===== src/rtl/descrambler_64b_if.sv =====
// Bus bundle between the 64b/66b descrambler and its upstream/downstream logic.
// The master drives the scrambled words and err_clr; the slave returns the recovered payload and checker status.
interface descrambler_64b_if #(
    parameter int ERR_W = 16
) ();
    logic             in_valid;
    logic [63:0]      in_data;
    logic             err_clr;
    logic             out_valid;
    logic [63:0]      out_data;
    logic             out_locked;
    logic             chk_err;
    logic [ERR_W-1:0] err_cnt;

    modport master (
        output in_valid, in_data, err_clr,
        input  out_valid, out_data, out_locked, chk_err, err_cnt
    );

    modport slave (
        input  in_valid, in_data, err_clr,
        output out_valid, out_data, out_locked, chk_err, err_cnt
    );
endinterface


===== src/rtl/descrambler_64b.sv =====
// Self-synchronising x^58+x^39+1 descrambler for 64b/66b payload words, with a
// counter-pattern checker that tracks lock and counts mismatching words.
module descrambler_64b #(
    parameter int CHECK_EN  = 1,
    parameter int BAD_LIMIT = 4,
    parameter int ERR_W     = 16
) (
    input  logic              CLK,
    input  logic              reset,
    descrambler_64b_if.slave  bus
);

    localparam logic [1:0]       ST_WARM   = 2'd0;
    localparam logic [1:0]       ST_SEED   = 2'd1;
    localparam logic [1:0]       ST_CHECK  = 2'd2;
    localparam logic [3:0]       BAD_LIM_C = 4'(BAD_LIMIT);
    localparam logic [ERR_W-1:0] ERR_ONE   = ERR_W'(1);

    // Bit 0 of each word is the oldest; bits 0..57 of ext are the previous 58 received bits.
    function automatic logic [63:0] descramble(input logic [57:0] h, input logic [63:0] w);
        logic [121:0] ext;
        logic [63:0]  d;
        ext = {w, h};
        for (int i = 0; i < 64; i++) begin
            d[i] = ext[i+58] ^ ext[i+19] ^ ext[i];
        end
        return d;
    endfunction

    logic [57:0]      hist_q,       hist_d;
    logic [63:0]      exp_q,        exp_d;
    logic [3:0]       bad_q,        bad_d;
    logic [1:0]       state_q,      state_d;
    logic             out_valid_q,  out_valid_d;
    logic [63:0]      out_data_q,   out_data_d;
    logic             out_locked_q, out_locked_d;
    logic             chk_err_q,    chk_err_d;
    logic [ERR_W-1:0] err_cnt_q,    err_cnt_d;

    logic [63:0]      descr_s;
    logic             mismatch_s;
    logic             err_inc_s;
    logic [3:0]       bad_inc_s;

    // Next-state logic: datapath, lock FSM and error counter.
    always_comb begin
        descr_s      = descramble(hist_q, bus.in_data);
        mismatch_s   = (CHECK_EN != 0) && (descr_s != exp_q);
        bad_inc_s    = bad_q + 4'd1;
        hist_d       = hist_q;
        exp_d        = exp_q;
        bad_d        = bad_q;
        state_d      = state_q;
        out_valid_d  = 1'b0;
        out_data_d   = out_data_q;
        out_locked_d = out_locked_q;
        chk_err_d    = 1'b0;
        err_inc_s    = 1'b0;

        if (bus.in_valid) begin
            hist_d      = bus.in_data[63:6];
            out_valid_d = 1'b1;
            out_data_d  = descr_s;
            case (state_q)
                ST_WARM: begin
                    out_locked_d = 1'b0;
                    state_d      = ST_SEED;
                end
                ST_SEED: begin
                    exp_d        = descr_s + 64'd1;
                    bad_d        = 4'd0;
                    out_locked_d = 1'b1;
                    state_d      = ST_CHECK;
                end
                ST_CHECK: begin
                    // Expectation always advances on its own so a corrupt word never seeds it.
                    exp_d = exp_q + 64'd1;
                    if (mismatch_s) begin
                        chk_err_d = 1'b1;
                        err_inc_s = 1'b1;
                        bad_d     = bad_inc_s;
                        if (bad_inc_s == BAD_LIM_C) begin
                            out_locked_d = 1'b0;
                            state_d      = ST_SEED;
                        end else begin
                            out_locked_d = 1'b1;
                        end
                    end else begin
                        bad_d        = 4'd0;
                        out_locked_d = 1'b1;
                    end
                end
                default: begin
                    out_locked_d = 1'b0;
                    state_d      = ST_WARM;
                end
            endcase
        end else begin
            out_valid_d = 1'b0;
        end

        if (bus.err_clr) begin
            err_cnt_d = '0;
        end else if (err_inc_s && !(&err_cnt_q)) begin
            err_cnt_d = err_cnt_q + ERR_ONE;
        end else begin
            err_cnt_d = err_cnt_q;
        end
    end

    // State and output registers.
    always_ff @(posedge CLK or negedge reset) begin
        if (!reset) begin
            hist_q       <= 58'd0;
            exp_q        <= 64'd0;
            bad_q        <= 4'd0;
            state_q      <= ST_WARM;
            out_valid_q  <= 1'b0;
            out_data_q   <= 64'd0;
            out_locked_q <= 1'b0;
            chk_err_q    <= 1'b0;
            err_cnt_q    <= '0;
        end else begin
            hist_q       <= hist_d;
            exp_q        <= exp_d;
            bad_q        <= bad_d;
            state_q      <= state_d;
            out_valid_q  <= out_valid_d;
            out_data_q   <= out_data_d;
            out_locked_q <= out_locked_d;
            chk_err_q    <= chk_err_d;
            err_cnt_q    <= err_cnt_d;
        end
    end

    assign bus.out_valid  = out_valid_q;
    assign bus.out_data   = out_data_q;
    assign bus.out_locked = out_locked_q;
    assign bus.chk_err    = chk_err_q;
    assign bus.err_cnt    = err_cnt_q;

endmodule


===== src/flat_wrapper.sv =====
// flat-port wrapper written by rule: the top's interface ports become plain ports
module descrambler_64b_flat 
#(
    parameter int CHECK_EN  = 1,
    parameter int BAD_LIMIT = 4,
    parameter int ERR_W     = 16
)
  (CLK, reset, bus_in_valid, bus_in_data, bus_err_clr, bus_out_valid, bus_out_data, bus_out_locked, bus_chk_err, bus_err_cnt);
  descrambler_64b_if #(.ERR_W(ERR_W)) bus_i ();
  input  logic CLK;
  input  logic reset;
  input wire logic [$bits(bus_i.in_valid)-1:0] bus_in_valid;
  input wire logic [$bits(bus_i.in_data)-1:0] bus_in_data;
  input wire logic [$bits(bus_i.err_clr)-1:0] bus_err_clr;
  output wire logic [$bits(bus_i.out_valid)-1:0] bus_out_valid;
  output wire logic [$bits(bus_i.out_data)-1:0] bus_out_data;
  output wire logic [$bits(bus_i.out_locked)-1:0] bus_out_locked;
  output wire logic [$bits(bus_i.chk_err)-1:0] bus_chk_err;
  output wire logic [$bits(bus_i.err_cnt)-1:0] bus_err_cnt;
  assign bus_i.in_valid = bus_in_valid;
  assign bus_i.in_data = bus_in_data;
  assign bus_i.err_clr = bus_err_clr;
  assign bus_out_valid = bus_i.out_valid;
  assign bus_out_data = bus_i.out_data;
  assign bus_out_locked = bus_i.out_locked;
  assign bus_chk_err = bus_i.chk_err;
  assign bus_err_cnt = bus_i.err_cnt;
  descrambler_64b #(.CHECK_EN(CHECK_EN), .BAD_LIMIT(BAD_LIMIT), .ERR_W(ERR_W)) u_core (.CLK(CLK), .reset(reset), .bus(bus_i));
endmodule

===== config.mk =====
export PLATFORM = sky130hd
export DESIGN_NAME = descrambler_64b_flat
export DESIGN_NICKNAME = d
export VERILOG_FILES = /design/src/rtl/descrambler_64b_if.sv /design/src/rtl/descrambler_64b.sv /design/src/flat_wrapper.sv
export SDC_FILE = /design/constraint.sdc
export NUM_CORES = 1
export LEC_CHECK = 0
export ABC_AREA = 1
export CORE_MARGIN = 3
export CORE_UTILIZATION = 35
export CTS_CLUSTER_DIAMETER = 40
export CTS_CLUSTER_SIZE = 14
export DETAILED_ROUTE_END_ITERATION = 8
export PLACE_DENSITY_LB_ADDON = 0.1
export SLEW_MARGIN = 20
export SYNTH_ARGS = -nofsm -noshare
export SYNTH_HDL_FRONTEND = slang
export SYNTH_SLANG_ARGS = --single-unit

===== constraint.sdc =====
create_clock -name CLK -period 2.3 [get_ports CLK]
set_clock_uncertainty 0.1 [all_clocks]
set_input_delay 0.345 -clock CLK [delete_from_list [all_inputs] [get_ports CLK]]
set_output_delay 0.345 -clock CLK [all_outputs]
set_load 0.05 [all_outputs]

==> summary.md <==
| Metric | Value |
|---|---|
| Most frequent CP cell | `buf_12` |
| Top-area cell type share of the netlist area | `between 30% and 40%` |
| Setup CP Type | `flop to flop` |
| Setup-failing EPs final | `78` |
| Unique cell type count in the Yosys netlist | `between 40 and 50` |
| Global-route wire length before repair | `roughly 110000 um` |
| Std cell rows | `74` |
| Hold Fails Final Rpt | `0` |
| Iter 0 DRT Violations | `between 1000 and 1500` |
| HPWL Detailed | `about 57000 um` |
| Design Area, Final | `roughly 25000 um2` |
| Internal power | `15.75 mW` |
| Inst Count DP | `between 3000 and 4000` |
| Switch Pwr | `~12 mW` |
| Arrival time at the worst endpoint | `roughly 3000 ps` |
| Clk pwr share | `between 20 and 30%` |
| Sw Share | `a little over two fifths` |
| CTS max path bufs | `3` |
| Final setup TNS | `-18630 ps` |
| Routed met3 length | `around 4800 um` |
| Worst-path clk slew | `around 50 ps` |
| Peak Freq | `around 0.37 GHz` |
| Vias per inst | `about 5.1` |
| RSZ-0062 raised after global routing | `true` |
| Routed len/inst | `20.95 um` |
| Status | `complete, but fails checks` |
| Drt drc | `0` |
| Power Dens Cells | `~1100 nW/um2` |
| Area Growth Syn to Fin | `70.30%` |
| DIE HEIGHT | `210.6 um` |
| TritonCTS buffer count | `52` |
| FF+latch count, synth | `roughly 210` |
| Die area | `~44000 um2` |
| Clock latency on the worst-skew pair | `roughly 600 ps` |
| Vias in the first global route | `between 15000 and 20000` |
| Seq/Total Area, Yosys | `a little over a third` |
| Avg Cell Area, Syn | `about 6.4 um2` |
| Failing checks | `negative setup slack` |
| Cell Chain, Critical Path | `ha_4 -> buf_12 -> buf_12 -> buf_6 -> o21ai_4 -> buf_12 -> nand2_8 -> nor2_4 -> nand2_4 -> buf_6 -> buf_4 -> buf_4 -> xor2_1 -> o21ai_1` |
| CP bufs+invs | `7` |
| Hold Slack | `~16 ps` |
| Most common library cell in the layout ignoring fill and taps | `nand2_1` |
| CORE AREA | `between 40000 and 50000 um2` |
| Slew HR | `32.16%` |
| H-tree levels | `2` |
| Crit-path max FO | `8` |
| First drt pass iteration count | `5` |
| # IOs | `~150` |
| Top delay family on crit path | `buffers and inverters` |
| Tot Pwr | `27.79 mW` |
| Vias | `~18000` |
| Final worst-path cycle share | `116.3%` |
| Slack of the critical path | `-375.9 ps` |
| LEAKAGE | `12.51 nW` |
| Startpoint types | `flop` |
| HP Class | `input pin to flop` |
| WL met1 | `approximately 32000 um` |
| Dpl ws | `-1006 ps` |
| Cells after synthesis | `between 2000 and 2500` |
| Antenna Nets Post-Route | `0` |
| Ant diodes | `0` |
| Post-synth top area cell | `dfrtp_1` |
| Slew Viols, Final | `0` |
| Gpl congestion | `roughly 1` |
| Peak VDD IR | `between 0.0007 and 0.0008 V` |
| YS warnings | `0` |
| Ranking of synthesized cells by area | `dfrtp_1 36%, nand2_1 26%, o21ai_0 6.0%` |
| CP required | `between 2000 and 3000 ps` |
| CTS Sinks | `roughly 210` |
| DR WL met2 | `32840 um` |
| Routed Wire Length | `73420 um` |
| Fin crit period | `2676 ps` |
| CP Capture Type | `flop` |
| Post-Layout Cell Count | `approximately 3500` |
| Highest metal used | `met4` |
| Overflow after GRT | `0` |
| Initial antenna violation count | `4` |
| Layout cells sized above 1 | `between 30% and 40%` |
| Worst-margin pin slew | `1011 ps` |
| Commonest non-fill, non-tap cells in the layout | `822 x nand2_1, 415 x buf_4, 208 x dfrtp_1` |
| Combinational Power Share | `50.6%` |
| Starting Density | `between 30% and 40%` |
| Pin count of the biggest net entering global routing | `approximately 70` |
| IO Port Bufs | `150` |
| Sequential Power Share | `a little over a fifth` |
| Clock root buffer | `clkbuf_16` |
| TritonCTS clock tree | `built` |
| Syn_nets | `between 2000 and 2500` |
| Crit-path max cell delay | `400 ps` |
| GRT Util Overall | `between 30% and 40%` |
| DIE WIDTH | `210.6 um` |
| Cell Area, Synth | `~15000 um2` |
| Post-layout util | `about three fifths` |
| Max cap viols | `0` |
| Nets | `between 3000 and 4000` |
| Slowest library cell on the worst path | `dfrtp_1` |
| Placed inst area | `around 20000 um2` |
## cell families after synthesis
kind of cell	share of synthesized area [%]
XOR/XNOR	2.152
flip-flops	36.04
AND/OR/NAND/NOR	43.59
AO/OA/AOI/OAI	9.583
buffers and inverters	8.037
adder cells (fa/ha/maj)	0.5979
## flip-flops by register name (all words and copies together), names as in the netlist
register	count
u_core.bus.err_cnt	16
u_core.bad_q	4
u_core.bus.out_valid	1
u_core.hist_q	58
u_core.bus.out_data	64
u_core.exp_q	64
u_core.bus.out_locked	1
u_core.bus.chk_err	1
u_core.state_q	2
## worst paths after layout
path	start	end	slack, ps	depth (start not counted)
setup / recovery	u_core.state_q[1]	u_core.exp_q[10]	-380	14
hold / removal	bus_in_data[23]	u_core.hist_q[17]	20	3
setup reg to reg	u_core.state_q[1]	u_core.exp_q[10]	-380	14
hold reg to reg	u_core.bus.out_data[23]	u_core.bus.out_data[23]	380	2
max in group asynchronous	reset	u_core.exp_q[30]	1190	3
min in group asynchronous	reset	u_core.bus.out_data[22]	190	2
## synthesized netlist by cell type (all sizes together)
cell type and n:
o21ai 235, nor2 192, a211oi 1, xor2 22, nor3 9, o32ai 1
o21bai 6, nand3 167, xnor2 14, clkbuf 38, nand4 19, dfrtp 211
nand2 1047, nand3b 55, inv 214, and2 1, or2 5, nor4 2
a21oi 1, a31oi 3, nor3b 1, a21o 1, clkinv 2, ha 7
buf 24
## metal layers
metal / GRT usage [%] / vias up
met3: 4.718 / 138
met4: 11.06 / 0
met5: 0 / -
met1: 44.93 / 8468
li1: - / 8515
met2: 51.54 / 586
## worst register-to-register path, stage by stage (launching register included)
cell     delay (ps)
dfrtp_1         400
ha_4            190
buf_12          160
buf_12          170
buf_6           140
o21ai_4         270
buf_12          150
nand2_8          70
nor2_4          160
nand2_4         110
buf_6           130
buf_4           120
buf_4           130
xor2_1          170
o21ai_1          80
## cell type report
cell class	instances	area [um2]
timing repair buffer	658	5968
sequential	211	5284
clock inverter	35	452.9
multi-input combinational	1790	10330
clock buffer	62	1420
tap	532	665.6
inverter	216	827.0
fill	3848	16160
## repair_timing
| item | CTS | global route |
|---|---|---|
| resized for setup | 259 | 429 |
| hold buffers | 1 | 0 |
| endpoints found under the hold margin | 62 | 0 |
| cloned | 4 | 2 |
| buffers inserted | 31 | 57 |
| setup endpoints to repair | 100 | 87 |
| pin swaps | 71 | 155 |
## power by group through the flow
stage / Combinational [mW] / Sequential, mW / Clock [mW]
3_3_place_gp: 10.9 / 5.81 / 0
3_5_place_dp: 10.9 / 5.83 / 0
5_1_grt: 15.0 / 5.91 / 8.17
2_1_floorplan: 5.24 / 5.89 / 0
6_report: 14.1 / 5.85 / 7.87
4_1_cts: 12.4 / 5.79 / 7.98
(Power assumes the default switching activity.)
